<file path="config.mk">
export PLATFORM = sky130hd
export DESIGN_NAME = regfile_write_arbiter
export DESIGN_NICKNAME = d
export VERILOG_FILES = /design/src/rtl/regfile_pkg.sv /design/src/rtl/wb_req_buffer.sv /design/src/rtl/regfile_write_arbiter.sv
export SDC_FILE = /design/constraint.sdc
export NUM_CORES = 1
export LEC_CHECK = 0
export BUFFER_PORTS_ARGS = -buffer_cell sky130_fd_sc_hd__buf_2
export CAP_MARGIN = 40
export CORE_MARGIN = 4
export CORE_UTILIZATION = 50
export DETAILED_ROUTE_END_ITERATION = 12
export HOLD_SLACK_MARGIN = 0.05
export PLACE_DENSITY = 0.77
export SETUP_SLACK_MARGIN = 0.05
export SYNTH_ARGS = -nofsm -noshare
export SYNTH_HDL_FRONTEND = slang
export SYNTH_SLANG_ARGS = --single-unit
</file>
<file path="constraint.sdc">
create_clock -name clk -period 3.5 [get_ports clk]
set_clock_uncertainty 0.15 [all_clocks]
set_input_delay 0 -clock clk [delete_from_list [all_inputs] [get_ports clk]]
set_output_delay 0 -clock clk [all_outputs]
set_load 0.01 [all_outputs]
</file>
<file path="src/rtl/regfile_pkg.sv">
// Shared constants and the pending-mask decode for the register-file write arbiter.
package regfile_pkg;

  localparam int ADDR_W_DEF   = 5;
  localparam int DATA_W_DEF   = 32;
  localparam int NUM_REGS_DEF = 2 ** ADDR_W_DEF;

  localparam int PORT_ALU = 0;
  localparam int PORT_MEM = 1;

  // Register 0 is hard-wired, so it never shows up as pending.
  function automatic logic [NUM_REGS_DEF-1:0] reg_onehot(
    input logic [ADDR_W_DEF-1:0] addr,
    input logic                  en
  );
    logic [NUM_REGS_DEF-1:0] v;
    v = '0;
    if (en && (addr != '0)) v[addr] = 1'b1;
    return v;
  endfunction

endpackage

</file>
<file path="src/rtl/wb_req_buffer.sv">
// One-entry valid/ready holding buffer for a writeback requester.
module wb_req_buffer #(
  parameter int ADDR_W = 5,
  parameter int DATA_W = 32
) (
  input  logic              clk,
  input  logic              reset,
  input  logic              valid_i,
  input  logic [ADDR_W-1:0] reg_i,
  input  logic [DATA_W-1:0] data_i,
  input  logic              grant_i,
  output logic              ready_o,
  output logic              valid_o,
  output logic [ADDR_W-1:0] reg_o,
  output logic [DATA_W-1:0] data_o
);

  logic              valid_q;
  logic [ADDR_W-1:0] reg_q;
  logic [DATA_W-1:0] data_q;

  // A granted entry leaves this edge, so the slot can be refilled at once.
  assign ready_o = !valid_q || grant_i;
  assign valid_o = valid_q;
  assign reg_o   = reg_q;
  assign data_o  = data_q;

  always_ff @(posedge clk or posedge reset) begin
    if (reset) begin
      valid_q <= 1'b0;
      reg_q   <= '0;
      data_q  <= '0;
    end else if (valid_i && ready_o) begin
      valid_q <= 1'b1;
      reg_q   <= reg_i;
      data_q  <= data_i;
    end else if (grant_i) begin
      valid_q <= 1'b0;
    end
  end

endmodule

</file>
<file path="src/rtl/regfile_write_arbiter.sv">
// Round-robin sharing of the register-file write port between the ALU and load paths.
// Defining REG_ARB_STATS_EN adds saturating grant/conflict counters.
module regfile_write_arbiter
  import regfile_pkg::*;
#(
  parameter int DATA_W = DATA_W_DEF,
  parameter int ADDR_W = ADDR_W_DEF
) (
  input  logic                 clk,
  input  logic                 reset,
  input  logic                 alu_valid,
  output logic                 alu_ready,
  input  logic [ADDR_W-1:0]    alu_reg,
  input  logic [DATA_W-1:0]    alu_data,
  input  logic                 mem_valid,
  output logic                 mem_ready,
  input  logic [ADDR_W-1:0]    mem_reg,
  input  logic [DATA_W-1:0]    mem_data,
  output logic                 regWrite,
  output logic [ADDR_W-1:0]    write_reg,
  output logic [DATA_W-1:0]    write_data,
  output logic [2**ADDR_W-1:0] pending_mask,
`ifdef REG_ARB_STATS_EN
  output logic [15:0]          grant_cnt0,
  output logic [15:0]          grant_cnt1,
  output logic [15:0]          conflict_cnt,
`endif
  output logic                 busy
);

  logic [1:0]        buf_valid;
  logic [1:0]        grant;
  logic [ADDR_W-1:0] buf_reg  [2];
  logic [DATA_W-1:0] buf_data [2];

  logic              last_q;
  logic              stage_valid_q;
  logic              regwrite_q;
  logic [ADDR_W-1:0] wreg_q, wreg_d;
  logic [DATA_W-1:0] wdata_q, wdata_d;

  wb_req_buffer #(.ADDR_W(ADDR_W), .DATA_W(DATA_W)) u_buf_alu (
    .clk     (clk),
    .reset   (reset),
    .valid_i (alu_valid),
    .reg_i   (alu_reg),
    .data_i  (alu_data),
    .grant_i (grant[PORT_ALU]),
    .ready_o (alu_ready),
    .valid_o (buf_valid[PORT_ALU]),
    .reg_o   (buf_reg[PORT_ALU]),
    .data_o  (buf_data[PORT_ALU])
  );

  wb_req_buffer #(.ADDR_W(ADDR_W), .DATA_W(DATA_W)) u_buf_mem (
    .clk     (clk),
    .reset   (reset),
    .valid_i (mem_valid),
    .reg_i   (mem_reg),
    .data_i  (mem_data),
    .grant_i (grant[PORT_MEM]),
    .ready_o (mem_ready),
    .valid_o (buf_valid[PORT_MEM]),
    .reg_o   (buf_reg[PORT_MEM]),
    .data_o  (buf_data[PORT_MEM])
  );

  // On a tie the port that was not granted last wins.
  assign grant[PORT_ALU] = buf_valid[PORT_ALU] &&
                           (!buf_valid[PORT_MEM] || (last_q == 1'(PORT_MEM)));
  assign grant[PORT_MEM] = buf_valid[PORT_MEM] &&
                           (!buf_valid[PORT_ALU] || (last_q == 1'(PORT_ALU)));

  assign wreg_d  = grant[PORT_MEM] ? buf_reg[PORT_MEM]  : buf_reg[PORT_ALU];
  assign wdata_d = grant[PORT_MEM] ? buf_data[PORT_MEM] : buf_data[PORT_ALU];

  // A register-0 entry still occupies the stage for a cycle but never strobes.
  always_ff @(posedge clk or posedge reset) begin
    if (reset) begin
      last_q        <= 1'(PORT_MEM);
      stage_valid_q <= 1'b0;
      regwrite_q    <= 1'b0;
      wreg_q        <= '0;
      wdata_q       <= '0;
    end else begin
      stage_valid_q <= |grant;
      regwrite_q    <= (|grant) && (wreg_d != '0);
      if (|grant) begin
        last_q  <= grant[PORT_MEM];
        wreg_q  <= wreg_d;
        wdata_q <= wdata_d;
      end
    end
  end

  assign regWrite   = regwrite_q;
  assign write_reg  = wreg_q;
  assign write_data = wdata_q;
  assign busy       = (|buf_valid) || stage_valid_q;

  assign pending_mask = reg_onehot(buf_reg[PORT_ALU], buf_valid[PORT_ALU]) |
                        reg_onehot(buf_reg[PORT_MEM], buf_valid[PORT_MEM]) |
                        reg_onehot(wreg_q, regwrite_q);

`ifdef REG_ARB_STATS_EN
  logic [15:0] gcnt0_q, gcnt1_q, ccnt_q;

  always_ff @(posedge clk or posedge reset) begin
    if (reset) begin
      gcnt0_q <= '0;
      gcnt1_q <= '0;
      ccnt_q  <= '0;
    end else begin
      if (grant[PORT_ALU] && (gcnt0_q != 16'hFFFF)) gcnt0_q <= gcnt0_q + 16'd1;
      if (grant[PORT_MEM] && (gcnt1_q != 16'hFFFF)) gcnt1_q <= gcnt1_q + 16'd1;
      if ((&buf_valid) && (ccnt_q != 16'hFFFF))     ccnt_q  <= ccnt_q + 16'd1;
    end
  end

  assign grant_cnt0   = gcnt0_q;
  assign grant_cnt1   = gcnt1_q;
  assign conflict_cnt = ccnt_q;
`endif

endmodule
</file>
## Yosys cells after proc, flatten, opt, wreduce, memory -nomap -nowiden

Index checks and enable logic that the tools add are counted.
Widths: inputs -> output; s select.

| word-level totals | value |
|---|---|
| register bits | 116 |
| input bits | 78 |
| output and inout bits | 73 |
| word-level logic and storage cells | 61 |

| cells by class | value |
|---|---|
| order comparisons | 6 |
| muxes and demuxes | 15 |
| bitwise gates (word level) | 3 |
| reduce and logical (&&, ||, !) cells | 26 |

Operators with widths:

| operator | number |
|---|---|
| $mux 32 | 4 |
| $or 32x32->32 | 2 |
| $reduce_bool 5->1 | 4 |
| $lt 5x6->1 const B | 3 |
| $demux 1 s5 | 3 |
| $ge 5x1->1 const B | 3 |
| $logic_and 1x1->1 | 11 |
| $mux 1 | 7 |
| $logic_or 1x1->1 | 5 |
| $mux 5 | 1 |
| $reduce_bool 2->1 | 2 |
| $reduce_or 2->1 | 2 |
| $logic_not 1->1 | 2 |
| $not 1->1 | 1 |

## Logic depth before layout (Yosys ltp)

Gate-level depths: netlist (run 1).

| depth | value |
|---|---|
| depth after elaboration | 7 |
| mapped depth | 6 |
| depth with buffers taken out | 3 |

## Modules after synthesis

Synthesis (run 1) repeated with hierarchy kept, for this count alone.

| second synthesis, totals | value |
|---|---|
| cell total of the unflattened synthesis | 526 |
| area, all modules | 6,162.2 um^2 |

Modules (own cells, without submodules):

| module | times used | cells each | area each (um^2) | seq. area each (um^2) |
|---|---|---|---|---|
| wb_req_buffer | 2 | 82 | 1,576.5 | 950.9 |
| regfile_write_arbiter | 1 | 362 | 3,009.1 | 1,002.2 |

## Worst setup path before layout (run 1)

Ideal clock, no wire load.

| timing | value |
|---|---|
| path type | flip-flop to flip-flop |
| from | reg last_q |
| to | reg u_buf_mem.data_q[10] (netlist: u_buf_mem.data_o[10]) |
| library setup time | 0.128 ns |
| data arrival time | 1.441 ns |
| data required time | 3.222 ns |
| slack | 1.781 ns |
| cell stages (with the launch flop) | 5 |
| path buffers | 1 |
| period minus slack after synthesis | 1.719 ns |
| path through | dfstp_2 nand3_1 nand2_2 buf_4 mux2_1 |

| on the way | value |
|---|---|
| longest elaborated chain between the ends | 5 |

Ends and longest elaborated chain:

| item | RTL line | source |
|---|---|---|
| start, declared | regfile_write_arbiter.sv:36 | `logic last_q;` |
| start signal, assigned | regfile_write_arbiter.sv:80 | `last_q <= 1'(PORT_MEM);` |
| start signal, assigned | regfile_write_arbiter.sv:89 | `last_q <= grant[PORT_MEM];` |
| $not 1->1 | regfile_write_arbiter.sv:72 | `(!buf_valid[PORT_ALU] \|\| (last_q == 1'(PORT_ALU)));` |
| $logic_or 1x1->1 | regfile_write_arbiter.sv:72 |  |
| $logic_and 1x1->1 | regfile_write_arbiter.sv:71 | `assign grant[PORT_MEM] = buf_valid[PORT_MEM] &&` |
| $logic_or 1x1->1 | wb_req_buffer.sv:23 | `assign ready_o = !valid_q \|\| grant_i;` |
| net mem_ready | regfile_write_arbiter.sv:16 | `output logic mem_ready,` |
| $logic_and 1x1->1 | wb_req_buffer.sv:33 | `end else if (valid_i && ready_o) begin` |
| end signal, assigned | wb_req_buffer.sv:36 | `data_q <= data_i;` |
| end, declared | wb_req_buffer.sv:20 | `logic [DATA_W-1:0] data_q;` |

The timed path passes the listed nets, and every way through them passes these cells.
A chain may end at the register's enable or synchronous reset.

## Final worst setup path (run 1)

| timing | value |
|---|---|
| from | reg u_buf_mem.valid_q (netlist: u_buf_mem.valid_o) |
| to | reg u_buf_alu.data_q[4] (netlist: u_buf_alu.data_o[4]) |

| on the way | value |
|---|---|
| longest elaborated chain between the ends | 5 |

Ends and longest elaborated chain:

| item | RTL line | source |
|---|---|---|
| start, declared | wb_req_buffer.sv:18 | `logic valid_q;` |
| start signal, assigned | wb_req_buffer.sv:30 | `valid_q <= 1'b0;` |
| start signal, assigned | wb_req_buffer.sv:34 | `valid_q <= 1'b1;` |
| start signal, assigned | wb_req_buffer.sv:38 | `valid_q <= 1'b0;` |
| $logic_not 1->1 | regfile_write_arbiter.sv:70 | `(!buf_valid[PORT_MEM] \|\| (last_q == 1'(PORT_MEM)));` |
| $logic_or 1x1->1 | regfile_write_arbiter.sv:70 |  |
| $logic_and 1x1->1 | regfile_write_arbiter.sv:69 | `assign grant[PORT_ALU] = buf_valid[PORT_ALU] &&` |
| $logic_or 1x1->1 | wb_req_buffer.sv:23 |  |
| $logic_and 1x1->1 | wb_req_buffer.sv:33 |  |
| end signal, assigned | wb_req_buffer.sv:36 |  |
| end, declared | wb_req_buffer.sv:20 |  |

No other way between the ends.

==> flow_metrics.env, run 1 <==
export IMPL_cts_setup_buffers=0
export IMPL_final_area_um2=7870
export IMPL_num_rows=37
export IMPL_port_buffers=149
export IMPL_cp_slowest_cell="dfrtp_1"
export IMPL_outcome="finished, final reports clean"
export IMPL_grt_pass1_vias=5233
export IMPL_synth_seq_cells=116
export IMPL_seqCellArea_um2=2900
export IMPL_worstHoldPathType="input pin to flip-flop"
export IMPL_h_tree_depth=4
export IMPL_yosys_area_share_adder_pct=0
export IMPL_slowest_delay_ns=0.76
export IMPL_clockBufferDepth=2
export IMPL_place_area_um2=6330
export IMPL_tns_ns=0
export IMPL_chipHeight_um=113
export IMPL_multi_input_area_um2=2380
export IMPL_yosysSeqAreaShare_pct=53.0
export IMPL_finalHoldViolCount=0
export IMPL_clkTransAtPathRegs_ns=0.06
export IMPL_crit_required_ns=3.74
export IMPL_min_period_ns=2.68
export IMPL_groute_usage_overall_pct=28.2
export IMPL_muxShareOfSynthArea_pct=16.2
export IMPL_boundaryPins=151
export IMPL_cts_root_buf="clkbuf_8"
export IMPL_overflow=0
export IMPL_cts_buffers=17
export IMPL_dp_hpwl_um=9780
export IMPL_cp_max_fo=19
export IMPL_grt_pass1_wl_um=28200
export IMPL_worstMarginPinSlew_ns=0.777
export IMPL_grt_max_degree=50
export IMPL_netlist_area_um2=5480
export IMPL_vdd_drop_max_mv=0.563
export IMPL_finalNetCount=762
export IMPL_crit_buf_inv=1
export IMPL_drv_cap=0
export IMPL_synth_fp_nets=540
export IMPL_critPathArrivalTime_ns=2.92
export IMPL_netlist_instances=462
export IMPL_reg2reg_depth=4
export IMPL_drtPass1Iterations=6
export IMPL_synth_top_area_cell="dfrtp_1"
export IMPL_finalCritPeriodShare_pct=76.6
export IMPL_path_class="flip-flop to flip-flop"
export IMPL_fillCellCount=591
export IMPL_fp_dieW_um=113
export IMPL_rsz0062_at_grt="no"
export IMPL_drive_above_1_share_pct=31.1
export IMPL_path_delay_family="flip-flops"
export IMPL_leakage_nw=3.89
export IMPL_viasPerCell=5.87
export IMPL_ant_nets=0
export IMPL_drv_slew=0
export IMPL_wirelength_um=17700
export IMPL_synth_compound_area_share_pct=15.2
export IMPL_start_util_pct=52.2
export IMPL_synthSimpleGateAreaFrac_pct=11.5
export IMPL_synth_cell_types=41
export IMPL_core_area_um2=10500
export IMPL_power_per_cell_area_nw_per_um2=796
export IMPL_r2r_slack_ns=0.82
export IMPL_dieArea_um2=12700
export IMPL_insertion_delay_ns=0.51
export IMPL_worstReg2RegEnd="u_buf_alu.data_o[4]"
export IMPL_setup_violations_final=0
export IMPL_cp_start_kind="flip-flop"
export IMPL_cts_tree="yes"
export IMPL_drc=0
export IMPL_synth_top_family_by_area="multiplexers"
export IMPL_synth_area_leaders="dfrtp_1 (52%), mux2_1 (12%), a22o_1 (5.1%)"
export IMPL_synth_top_area_share_pct=52.5
export IMPL_area_growth_pct=43.5
export IMPL_hold_ws_ns=0.0804
export IMPL_drt_iter0_markers=690
export IMPL_yosysWarnings=0
export IMPL_place_gp_congestion=0.835
export IMPL_hold_end="u_buf_mem.data_o[9]"
export IMPL_worst_hold_startpoint="mem_data[9]"
export IMPL_relSlewSlack_pct=47.5
export IMPL_worstSetupEndpointType="flip-flop"
export IMPL_crit_path_cell_trace="nand3b_1, nand2_2, mux2_1, dlygate4sd3_1"
export IMPL_antenna_found_initial=1
export IMPL_clock_fmax_ghz=0.373
export IMPL_synth_xor_area_share_pct=0
export IMPL_worstHoldPathCells=3
export IMPL_vias=4893
export IMPL_cts_num_sinks=116
export IMPL_worstSetupPathDepth=4
export IMPL_reg2reg_from="u_buf_mem.valid_o"
export IMPL_wl_per_cell_um=21.3
export IMPL_syn_area_per_cell_um2=11.9
[through the flow]
stage / setup WS, ns / power [mW] / utilization (%) / instances
finish: 0.819 / 6.26 / 74.8 / 834
global route: 0.715 / 6.54 / 74.8 / 834
CTS: 0.921 / 6.15 / 74.8 / 833
detailed placement: 1.13 / 4.04 / 60.2 / 716
global placement: 1.14 / 3.96 / 59.7 / 714
floorplan: 0.279 / 3.35 / - / 462
[tightest hold or removal path, stage by stage]
cell and delay, ns:
dlygate4sd3_1 0.51, buf_2 0.09, mux2_1 0.11
[worst max-delay path by stage]
stage / startpoint / end / slack (ns)
finish: u_buf_mem.valid_o / u_buf_alu.data_o[4] / 0.82
floorplan: reset / regWrite / 0.28
detailed placement: u_buf_mem.valid_o / u_buf_alu.data_o[14] / 1.13
CTS: u_buf_mem.valid_o / u_buf_alu.data_o[0] / 0.92
global route: u_buf_mem.valid_o / u_buf_alu.data_o[1] / 0.72
global placement: u_buf_mem.valid_o / u_buf_mem.data_o[0] / 1.14
[cell usage in the layout, fill, tap and decap left out, drive strengths merged, types with 2 or more instances in the layout]
cell type	netlist	layout
a22oi	26	26
inv	7	7
mux2	79	79
and4	2	2
bufinv	0	6
nor2b	3	3
and3b	11	11
nor3b	6	6
nand3b	3	3
nor4bb	2	2
o22ai	5	5
nand3	2	2
a22o	32	32
a21o	32	32
nand2b	3	3
a32oi	2	2
nor3	7	7
o21ai	5	5
nor4b	2	2
dlygate4sd3	0	85
and4bb	2	2
and3	3	3
nand2	52	52
and4b	3	3
buf	21	157
dfrtp	115	115
nor2	9	9
clkinv	0	3
clkbuf	18	23
[layer usage]
metal | share of wire [%] | GRT usage, % | wire [µm]
met3 | 8.5 | 8.02 | 1520
met4 | 3.4 | 11.6 | 609
met5 | 0 | 0 | 0
met2 | 51 | 48.1 | 8970
met1 | 37 | 33.6 | 6650
[kinds of logic (layout without fill, tap and decap cells)]
group	after synthesis	count (layout)
flops	116	116
simple gates	113	113
compound gates	107	107
mux	79	79
buf+inv	46	281
other cells	1	2
[layout make-up]
cell class              instances  area share (%)
multi-input cells             300            30.3
diodes                          1          0.0318
clock buffers                  23            6.19
inverters                       7           0.366
well taps                     136            2.16
flip-flops and latches        116            36.9
clock inverters                 9            2.48
repair buffers                242            21.6
[Yosys cell counts, drive strengths merged]
| library cell | count |
|---|---|
| and4b | 3 |
| a22o | 32 |
| buf | 21 |
| mux2 | 79 |
| nand3 | 2 |
| clkbuf | 18 |
| o21ai | 5 |
| nand3b | 3 |
| and4 | 2 |
| dfrtp | 115 |
| a21o | 32 |
| dfstp | 1 |
| nor3b | 6 |
| nand2b | 3 |
| o22ai | 5 |
| nor3 | 7 |
| nor2b | 3 |
| nand4 | 1 |
| a21boi | 1 |
| and3 | 3 |
| nand2 | 52 |
| nor4bb | 2 |
| nor2 | 9 |
| and4bb | 2 |
| and2 | 1 |
| and3b | 11 |
| conb | 1 |
| or3 | 1 |
| a222oi | 1 |
| a22oi | 26 |
| nor4b | 2 |
| inv | 7 |
| o31ai | 1 |
| a32oi | 2 |
| a221o | 1 |
| a311oi | 1 |
[power by group]
part / leakage, nW / internal [mW] / total [mW] / switching, mW
Sequential: 1.35 / 1.81 / 2.28 / 0.474
Clock: 0.338 / 1.39 / 1.99 / 0.601
Combinational: 2.20 / 0.936 / 1.99 / 1.05
[repair_timing]
action                                 in CTS  in global routing
endpoints found under the hold margin     191                  0
hold buffers                               85                  0
resized for setup                           0                  0
Power figures use the tool's default switching activity.
==> run 2, diff against run 1 <==
==> constraint.sdc (replaced) <==
create_clock -name clk -period 2.7 [get_ports clk]
set_clock_uncertainty 0.15 [all_clocks]
set_input_delay 0 -clock clk [delete_from_list [all_inputs] [get_ports clk]]
set_output_delay 0 -clock clk [all_outputs]
set_load 0.01 [all_outputs]
==> run 2 against run 1 <==
- via count is 3.0% lower
- sequential power up 27%
- flip-flop and latch count unchanged
- largest cell class unchanged
- hold slack improved by 0.0043 ns
- cell count fell by 0.36%
- critical path depth increased by 1
==> flow_metrics.env, run 2 (synthesis gave the netlist of run 1 again) <==
export IMPL_outcome="finished, final reports clean"
export IMPL_cts_repair_resized=0
export IMPL_utilization_pct=73.9
export IMPL_critPathArrivalTime_ns=2.12
export IMPL_chipHeight_um=113
export IMPL_start_util_pct=52.2
export IMPL_finalCritPeriodShare_pct=84.2
export IMPL_setup_violations_final=0
export IMPL_min_period_ns=2.27
export IMPL_drc=0
export IMPL_dp_hpwl_um=9870
export IMPL_ant_nets=0
export IMPL_cts_tree="yes"
export IMPL_final_common_cell="buf_2"
export IMPL_dieArea_um2=12700
export IMPL_grt_pass1_vias=5096
export IMPL_clock_fmax_ghz=0.440
export IMPL_crit_required_ns=2.55
export IMPL_finalHoldViolCount=0
export IMPL_wl_per_cell_um=19.6
export IMPL_antenna_found_initial=1
export IMPL_area_growth_pct=41.7
export IMPL_viasPerCell=5.71
export IMPL_rsz0062_at_grt="no"
export IMPL_worstSetupEndpointType="output pin"
export IMPL_groute_usage_overall_pct=26.1
export IMPL_wirelength_um=16300
export IMPL_drtPass1Iterations=6
export IMPL_cts_root_buf="clkbuf_8"
export IMPL_power_per_cell_area_nw_per_um2=991
export IMPL_cp_start_kind="flip-flop"
export IMPL_vias=4745
export IMPL_worstHoldPathType="input pin to flip-flop"
export IMPL_drv_slew=0
export IMPL_cp_max_fo=15
export IMPL_grt_max_degree=45
export IMPL_vdd_drop_max_mv=0.623
export IMPL_mostFrequentLayoutCells="buf_2 (149), dfrtp_1 (115), dlygate4sd3_1 (79)"
export IMPL_clockBufferDepth=2
export IMPL_overflow=0
export IMPL_h_tree_depth=4
export IMPL_tns_ns=0
export IMPL_drive_above_1_share_pct=31.7
export IMPL_crit_path_cell_trace="buf_4, nor3b_2, a22oi_1, o21ai_0, buf_2"
export IMPL_drv_cap=0
export IMPL_slowest_delay_ns=0.53
export IMPL_grt_pass1_wl_um=26500
export IMPL_cts_num_sinks=116
export IMPL_finalNetCount=759
export IMPL_worstMarginPinSlew_ns=0.715
export IMPL_insertion_delay_ns=0.51
export IMPL_cts_buffers=17
export IMPL_boundaryPins=151
export IMPL_place_gp_congestion=0.842
export IMPL_core_area_um2=10500
export IMPL_port_buffers=149
export IMPL_relSlewSlack_pct=52.1
export IMPL_clkTransAtPathRegs_ns=0.06
export IMPL_cp_slowest_cell="nor3b_2"
export IMPL_num_rows=37
export IMPL_fp_dieW_um=113
export IMPL_drt_iter0_markers=571
export IMPL_path_class="flip-flop to output pin"
export IMPL_leakage_nw=3.85
-- run 2: layer usage --
metal | vias to the layer above | routed length (µm) | track usage [%]
met5 | - | 0 | 0
met4 | 0 | 331 | 8.73
met3 | 28 | 1360 | 8.61
met2 | 256 | 8180 | 44.2
met1 | 2340 | 6410 | 31.4
li1 | 2121 | - | -
-- run 2: timing repair --
action	4_1_cts	5_1_grt
buffers inserted	0	0
hold buffers	79	0
hold endpoints to repair	192	0
-- run 2: final timing paths --
path                                       from              endpoint  slack [ns]  depth (start not counted)
hold / removal                     mem_data[15]  u_buf_mem.data_o[15]        0.08                          3
setup reg to reg                         last_q   u_buf_mem.data_o[5]        0.44                          4
hold reg to reg            u_buf_alu.data_o[29]        write_data[29]        0.33                          1
setup / recovery              u_buf_alu.valid_o      pending_mask[16]        0.43                          5
max in group asynchronous                 reset                last_q        1.33                          6
min in group asynchronous                 reset  u_buf_mem.data_o[28]        0.34                          4
-- run 2: critical path, delay by kind of cell, from the launching register on --
kind | cells | cell delay (ns)
and+or+nand+nor | 1 | 0.53
buffers and inverters | 2 | 0.40
DFF | 1 | 0.37
AOI/OAI and AO/OA | 2 | 0.32
-- run 2: layout make-up --
type	count	area, µm²
Inverter	7	30.0
Clock buffer	22	473
Multi-Input combinational cell	300	2380
Fill cell	668	2740
Tap cell	136	170
Timing Repair Buffer	239	1680
Antenna cell	1	2.50
Clock inverter	10	128
Sequential cell	116	2900
-- run 2: metrics by stage --
| stage | worst slack, ns | instances | power [mW] | hold WS (ns) | instance area, µm² |
|---|---|---|---|---|---|
| after floorplan | 0.981 | 462 | 4.34 | -0.0416 | 5490 |
| after global placement | 0.778 | 718 | 5.16 | 0.0461 | 6360 |
| after detailed placement | 0.737 | 719 | 5.26 | -0.265 | 6380 |
| after CTS | 0.448 | 830 | 7.64 | 0.0663 | 7770 |
| after global routing | 0.264 | 831 | 8.10 | 0.0907 | 7770 |
| final | 0.427 | 831 | 7.70 | 0.0847 | 7770 |
-- run 2: power by group --
| group | internal (mW) | switching (mW) |
|---|---|---|
| combinational | 1.20 | 1.34 |
| sequential | 2.34 | 0.560 |
| clock | 1.49 | 0.767 |
| total | 5.03 | 2.67 |
